`config.mk`:
```
export PLATFORM = sky130hd
export DESIGN_NAME = subbytes_scheduler
export DESIGN_NICKNAME = d
export VERILOG_FILES = /design/src/rtl/subbytes_scheduler_pkg.sv /design/src/rtl/subbytes_scheduler_sub_word.sv /design/src/rtl/subbytes_scheduler.sv
export SDC_FILE = /design/constraint.sdc
export NUM_CORES = 2
export LEC_CHECK = 0
export CAP_MARGIN = 20
export CORE_ASPECT_RATIO = 0.75
export CORE_MARGIN = 2
export CORE_UTILIZATION = 40
export CTS_CLUSTER_DIAMETER = 80
export CTS_CLUSTER_SIZE = 30
export DETAILED_ROUTE_END_ITERATION = 7
export DONT_BUFFER_PORTS = 1
export SYNTH_ARGS = -nofsm -noshare
export SYNTH_HDL_FRONTEND = slang
export SYNTH_SLANG_ARGS = --single-unit
```
`constraint.sdc`:
```
create_clock -name clk -period 42.5 [get_ports clk]
set_input_delay 12.75 -clock clk [delete_from_list [all_inputs] [get_ports clk]]
set_output_delay 12.75 -clock clk [all_outputs]
set_load 0.02 [all_outputs]
```
`src/rtl/subbytes_scheduler_pkg.sv`:
```
// Shared types, constants and GF(2^8) helpers for the time-multiplexed SubBytes engine.
// The S-box is computed as the multiplicative inverse followed by the AES affine map.
package subbytes_scheduler_pkg;

   localparam int WORDS  = 4;
   localparam int WORD_W = 32;

   localparam bit ARB_RR        = 1'b0;
   localparam bit ARB_KEY_FIRST = 1'b1;

   typedef enum logic [1:0] {IDLE, ST_BUSY, KW_BUSY} state_t;
   typedef enum logic {WIN_STATE, WIN_KEY} win_t;

   function automatic logic [7:0] gf_mul(input logic [7:0] a, input logic [7:0] b);
      logic [7:0] p;
      logic [7:0] aa;
      p  = 8'h00;
      aa = a;
      for (int i = 0; i < 8; i++) begin
         if (b[i]) p = p ^ aa;
         aa = {aa[6:0], 1'b0} ^ (aa[7] ? 8'h1b : 8'h00);
      end
      return p;
   endfunction

   function automatic logic [7:0] sbox_byte(input logic [7:0] x);
      logic [7:0] x3, x7, x15, x31, x63, x127, inv;
      // x^254 is the inverse in GF(2^8), and maps 0 to 0 as the S-box requires
      x3   = gf_mul(gf_mul(x, x), x);
      x7   = gf_mul(gf_mul(x3, x3), x);
      x15  = gf_mul(gf_mul(x7, x7), x);
      x31  = gf_mul(gf_mul(x15, x15), x);
      x63  = gf_mul(gf_mul(x31, x31), x);
      x127 = gf_mul(gf_mul(x63, x63), x);
      inv  = gf_mul(x127, x127);
      return inv ^ {inv[6:0], inv[7]} ^ {inv[5:0], inv[7:6]}
                 ^ {inv[4:0], inv[7:5]} ^ {inv[3:0], inv[7:4]} ^ 8'h63;
   endfunction

endpackage

```
`src/rtl/subbytes_scheduler_sub_word.sv`:
```
// Purely combinational 32-bit SubWord built from four byte S-boxes.
// Shared between the round datapath and the key expansion.
module S_Box
   import subbytes_scheduler_pkg::*;
(
   input  logic [7:0] a,
   output logic [7:0] y
);
   assign y = sbox_byte(a);
endmodule

module sub_word
   import subbytes_scheduler_pkg::*;
(
   input  logic [WORD_W-1:0] din,
   output logic [WORD_W-1:0] dout
);
   for (genvar i = 0; i < 4; i++) begin : g_sbox
      S_Box u_sbox (
         .a (din[8*i +: 8]),
         .y (dout[8*i +: 8])
      );
   end
endmodule

```
`src/rtl/subbytes_scheduler.sv`:
```
// Arbitrates the round state and the key schedule onto one shared SubWord bank,
// streaming the 128-bit state through it one word per cycle.
module subbytes_scheduler
   import subbytes_scheduler_pkg::*;
#(
   parameter bit ARB_MODE = ARB_RR
) (
   input  logic         clk,
   input  logic         rst,
   input  logic         st_req,
   input  logic [127:0] st_data,
   output logic         st_gnt,
   output logic         st_valid,
   output logic [127:0] st_out,
   input  logic         kw_req,
   input  logic [31:0]  kw_data,
   output logic         kw_gnt,
   output logic         kw_valid,
   output logic [31:0]  kw_out
);

   state_t              state, state_nxt;
   logic [1:0]          cnt;
   win_t                last_win;
   logic [127:0]        st_buf;
   logic [WORD_W-1:0]   kw_buf;
   logic [WORD_W-1:0]   bank_in;
   logic [WORD_W-1:0]   bank_out;
   logic                last_word;

   assign last_word = (cnt == 2'(WORDS - 1));

   always_comb begin
      st_gnt    = 1'b0;
      kw_gnt    = 1'b0;
      state_nxt = state;
      case (state)
         IDLE: begin
            if (!rst) begin
               if (st_req && kw_req) begin
                  if (ARB_MODE == ARB_KEY_FIRST || last_win == WIN_STATE) kw_gnt = 1'b1;
                  else                                                   st_gnt = 1'b1;
               end else if (st_req) begin
                  st_gnt = 1'b1;
               end else if (kw_req) begin
                  kw_gnt = 1'b1;
               end
            end
            if (st_gnt)      state_nxt = ST_BUSY;
            else if (kw_gnt) state_nxt = KW_BUSY;
         end
         ST_BUSY: if (last_word) state_nxt = IDLE;
         KW_BUSY: state_nxt = IDLE;
         default: state_nxt = IDLE;
      endcase
   end

   // word 0 of the state is the most significant word
   always_comb begin
      bank_in = kw_buf;
      if (state == ST_BUSY) begin
         case (cnt)
            2'd0:    bank_in = st_buf[127:96];
            2'd1:    bank_in = st_buf[95:64];
            2'd2:    bank_in = st_buf[63:32];
            default: bank_in = st_buf[31:0];
         endcase
      end
   end

   sub_word u_sub_word (
      .din  (bank_in),
      .dout (bank_out)
   );

   always_ff @(posedge clk) begin
      if (st_gnt) st_buf <= st_data;
      if (kw_gnt) kw_buf <= kw_data;
   end

   always_ff @(posedge clk) begin
      if (rst) begin
         state    <= IDLE;
         cnt      <= 2'd0;
         last_win <= WIN_STATE;
         st_valid <= 1'b0;
         kw_valid <= 1'b0;
         st_out   <= '0;
         kw_out   <= '0;
      end else begin
         state    <= state_nxt;
         st_valid <= (state == ST_BUSY) && last_word;
         kw_valid <= (state == KW_BUSY);
         if (st_gnt) begin
            cnt      <= 2'd0;
            last_win <= WIN_STATE;
         end
         if (kw_gnt) last_win <= WIN_KEY;
         if (state == ST_BUSY) begin
            cnt <= cnt + 2'd1;
            case (cnt)
               2'd0:    st_out[127:96] <= bank_out;
               2'd1:    st_out[95:64]  <= bank_out;
               2'd2:    st_out[63:32]  <= bank_out;
               default: st_out[31:0]   <= bank_out;
            endcase
         end
         if (state == KW_BUSY) kw_out <= bank_out;
      end
   end

endmodule
```
==> impl_metrics.yaml <==
run_status:
  status: "finished, violations left"
  violations: "design-rule violations"
sta:
  maxSlewHeadroom_pct: 22.60
  tns_ps: 0
  fin_crit_ps: 30550
  rsz0062_at_grt: "no"
  fmax_mhz: 32.73
  fin_crit_sh_pct: 71.89
  setup_viol_count_final: 0
  worst_pin_slew_ps: 1161
  skew_ps: 57.96
  maxSlewViolCount: 0
  holdWs_ps: 474.9
  hold_viol_final: 0
synthesis:
  synth_top_area_share_pct: 15.95
  yosysWarnings: 0
  ys_async_sr_fraction_pct: 0
  synth_edf_count: 160
  ys_ff_latch: 327
  syn_inst: 8245
  synth-simple-area-share_pct: 18.08
  synth_top_area_cell: "xnor2_1"
  yosysSeqAreaShare_pct: 11.60
  synth_area_um2: 70240
  synth_top_family_by_area: "XOR/XNOR gates"
  yosysMostFrequentCell: "xnor2_1"
  synth.distinct_cells: 137
  muxShareOfSynthArea_pct: 3.834
  synth_flop_cell: "dfxtp_1"
  synth_xor_area_share_pct: 45.01
  synthTopCellsByCount: "xnor2_1 (1279), nand2_1 (1049), nor2_1 (952)"
  synth-compound-area-share_pct: 15.90
  synth-adder-area-share_pct: 0.5700
  synth_fp_nets: 8441
  synthTopCellsByArea: "xnor2_1 (16%), xnor3_1 (14%), edfxtp_1 (6.8%)"
  syn_area_per_cell_um2: 8.519
place:
  place_hpwl_mm: 173.3
  routabilityCongestion: 0.9299
  io_buffers: 0
setup_path:
  crit_type: "flip-flop to flip-flop"
  worst_path_largest_cell_delay_ps: 1000
  arrival_ps: 31110
  cp_data_required_time_ps: 43060
  slowest_stage: "xnor3_1"
  cp_max_fo: 61
  startpoint_type: "flip-flop"
  cp_common_cell: "xnor2_1"
  cp-end-kind: "flip-flop"
die:
  die_y_um: 366.9
  dieArea_um2: 179000
  ios: 328
  core_um2: 174900
  chipWidth_um: 487.9
  start_util_pct: 40.16
  core.rowCount: 133
clocking:
  post_cts_buffers: 0
  cts_tree: "built"
  cts-root-buf: "clkbuf_16"
  worst_skew_pair.late_latency_ps: 630
  clock_sinks: 327
  clkTransAtPathRegs_ps: 110
  cts_buffers: 20
  cts_buffer_depth: 3
  post_cts_resized: 0
  htreeDepth: 1
  ctsHoldBuffers: 0
global_route:
  grt_max_degree: 145
  grt_pass1_vias: 56404
  grt_antenna_before_repair: 27
  grt_overflow_total: 0
  grt_pass1_wl_mm: 359.1
  grtUsageTotal_pct: 25.38
job:
  max-cap-violations: 0
finish:
  final_layout_size_suffix_gt1_share_pct: 8.886
  nNetsFinal: 8071
  area_delta_synth_final_pct: 3.536
  final_util_pct: 41.58
drt:
  wl_per_cell_um: 23.19
  ant_nets: 0
  via_count: 61065
  drt_pass1_iterations: 8
  post-route-drc-count: 1
  viasPerCell: 5.945
  drt_iter0_markers: 6843
  wirelength_mm: 238.1
hold_path:
  hold_path_class: "flip-flop to flip-flop"
[area by class of cell]
class / instances / area, um^2
tap: 2362 / 2955
clock buffer: 23 / 511.7
inverter: 103 / 386.6
timing repair buffer: 188 / 1414
antenna: 20 / 50.05
sequential: 327 / 8150
multi-input combinational: 7235 / 58940
fill: 17294 / 102200
clock inverter: 13 / 316.6
[per-stage QoR]
step,std cells,cell area (um^2),worst slack [ps]
6_report,10271,72720,11950
5_1_grt,10270,72720,9896
4_1_cts,10242,72600,11910
3_5_place_dp,10206,71770,11960
3_3_place_gp,10204,71760,12340
2_1_floorplan,8245,70240,4072
[kinds of logic after synthesis]
group / count (synthesis)
simple gates: 2843
xor+xnor: 2500
compound gates: 1598
buf+inv: 683
flops: 327
mux: 262
fa+ha+maj: 32
[worst max-delay path: cells and delay by family, from the launching register on]
family / cells / cell delay (ps)
muxes: 3 / 700
AOI/OAI and AO/OA: 13 / 3880
xor gates and xnor gates: 39 / 15920
adders and majority gates: 8 / 3550
DFF: 1 / 370
buffers and inverters: 12 / 3140
and+or+nand+nor: 12 / 2830
[path summary, 6_finish.rpt]
path | from | endpoint | slack (ps) | cells past startpoint
worst max register to register | cnt[1] | st_out[52] | 11950 | 87
worst min register to register | last_win | last_win | 470 | 2
worst min-delay path | last_win | last_win | 470 | 2
worst max-delay path | cnt[1] | st_out[52] | 11950 | 87
[flip-flops by register name (all words and copies together) (netlist names)]
name      count
st_buf      128
st_out      128
kw_buf       32
kw_out       32
cnt           2
state         2
kw_valid      1
last_win      1
st_valid      1
[cell usage in the layout, fill, tap and decap left out, types with 185 or more instances in the layout]
master,count
xnor2_1,1276
nand2_1,1046
nor2_1,946
xor2_1,454
xnor3_1,451
a21oi_1,444
o21ai_0,224
mux2i_1,215
nor3_1,198
buf_4,185
[metal layers]
layer  global-route usage [%]  part of all wire [%]  vias up
li1                         -                     -    28099
met1                    36.14                    43    29667
met2                    38.41                    44     2923
met3                    3.458                   9.0      368
met4                    10.46                   4.2        8
met5                        0                 0.022        -
Power is left out: the tool's default activity adds up to more than one toggle a clock period on the data nets, which glitch-free logic cannot reach.
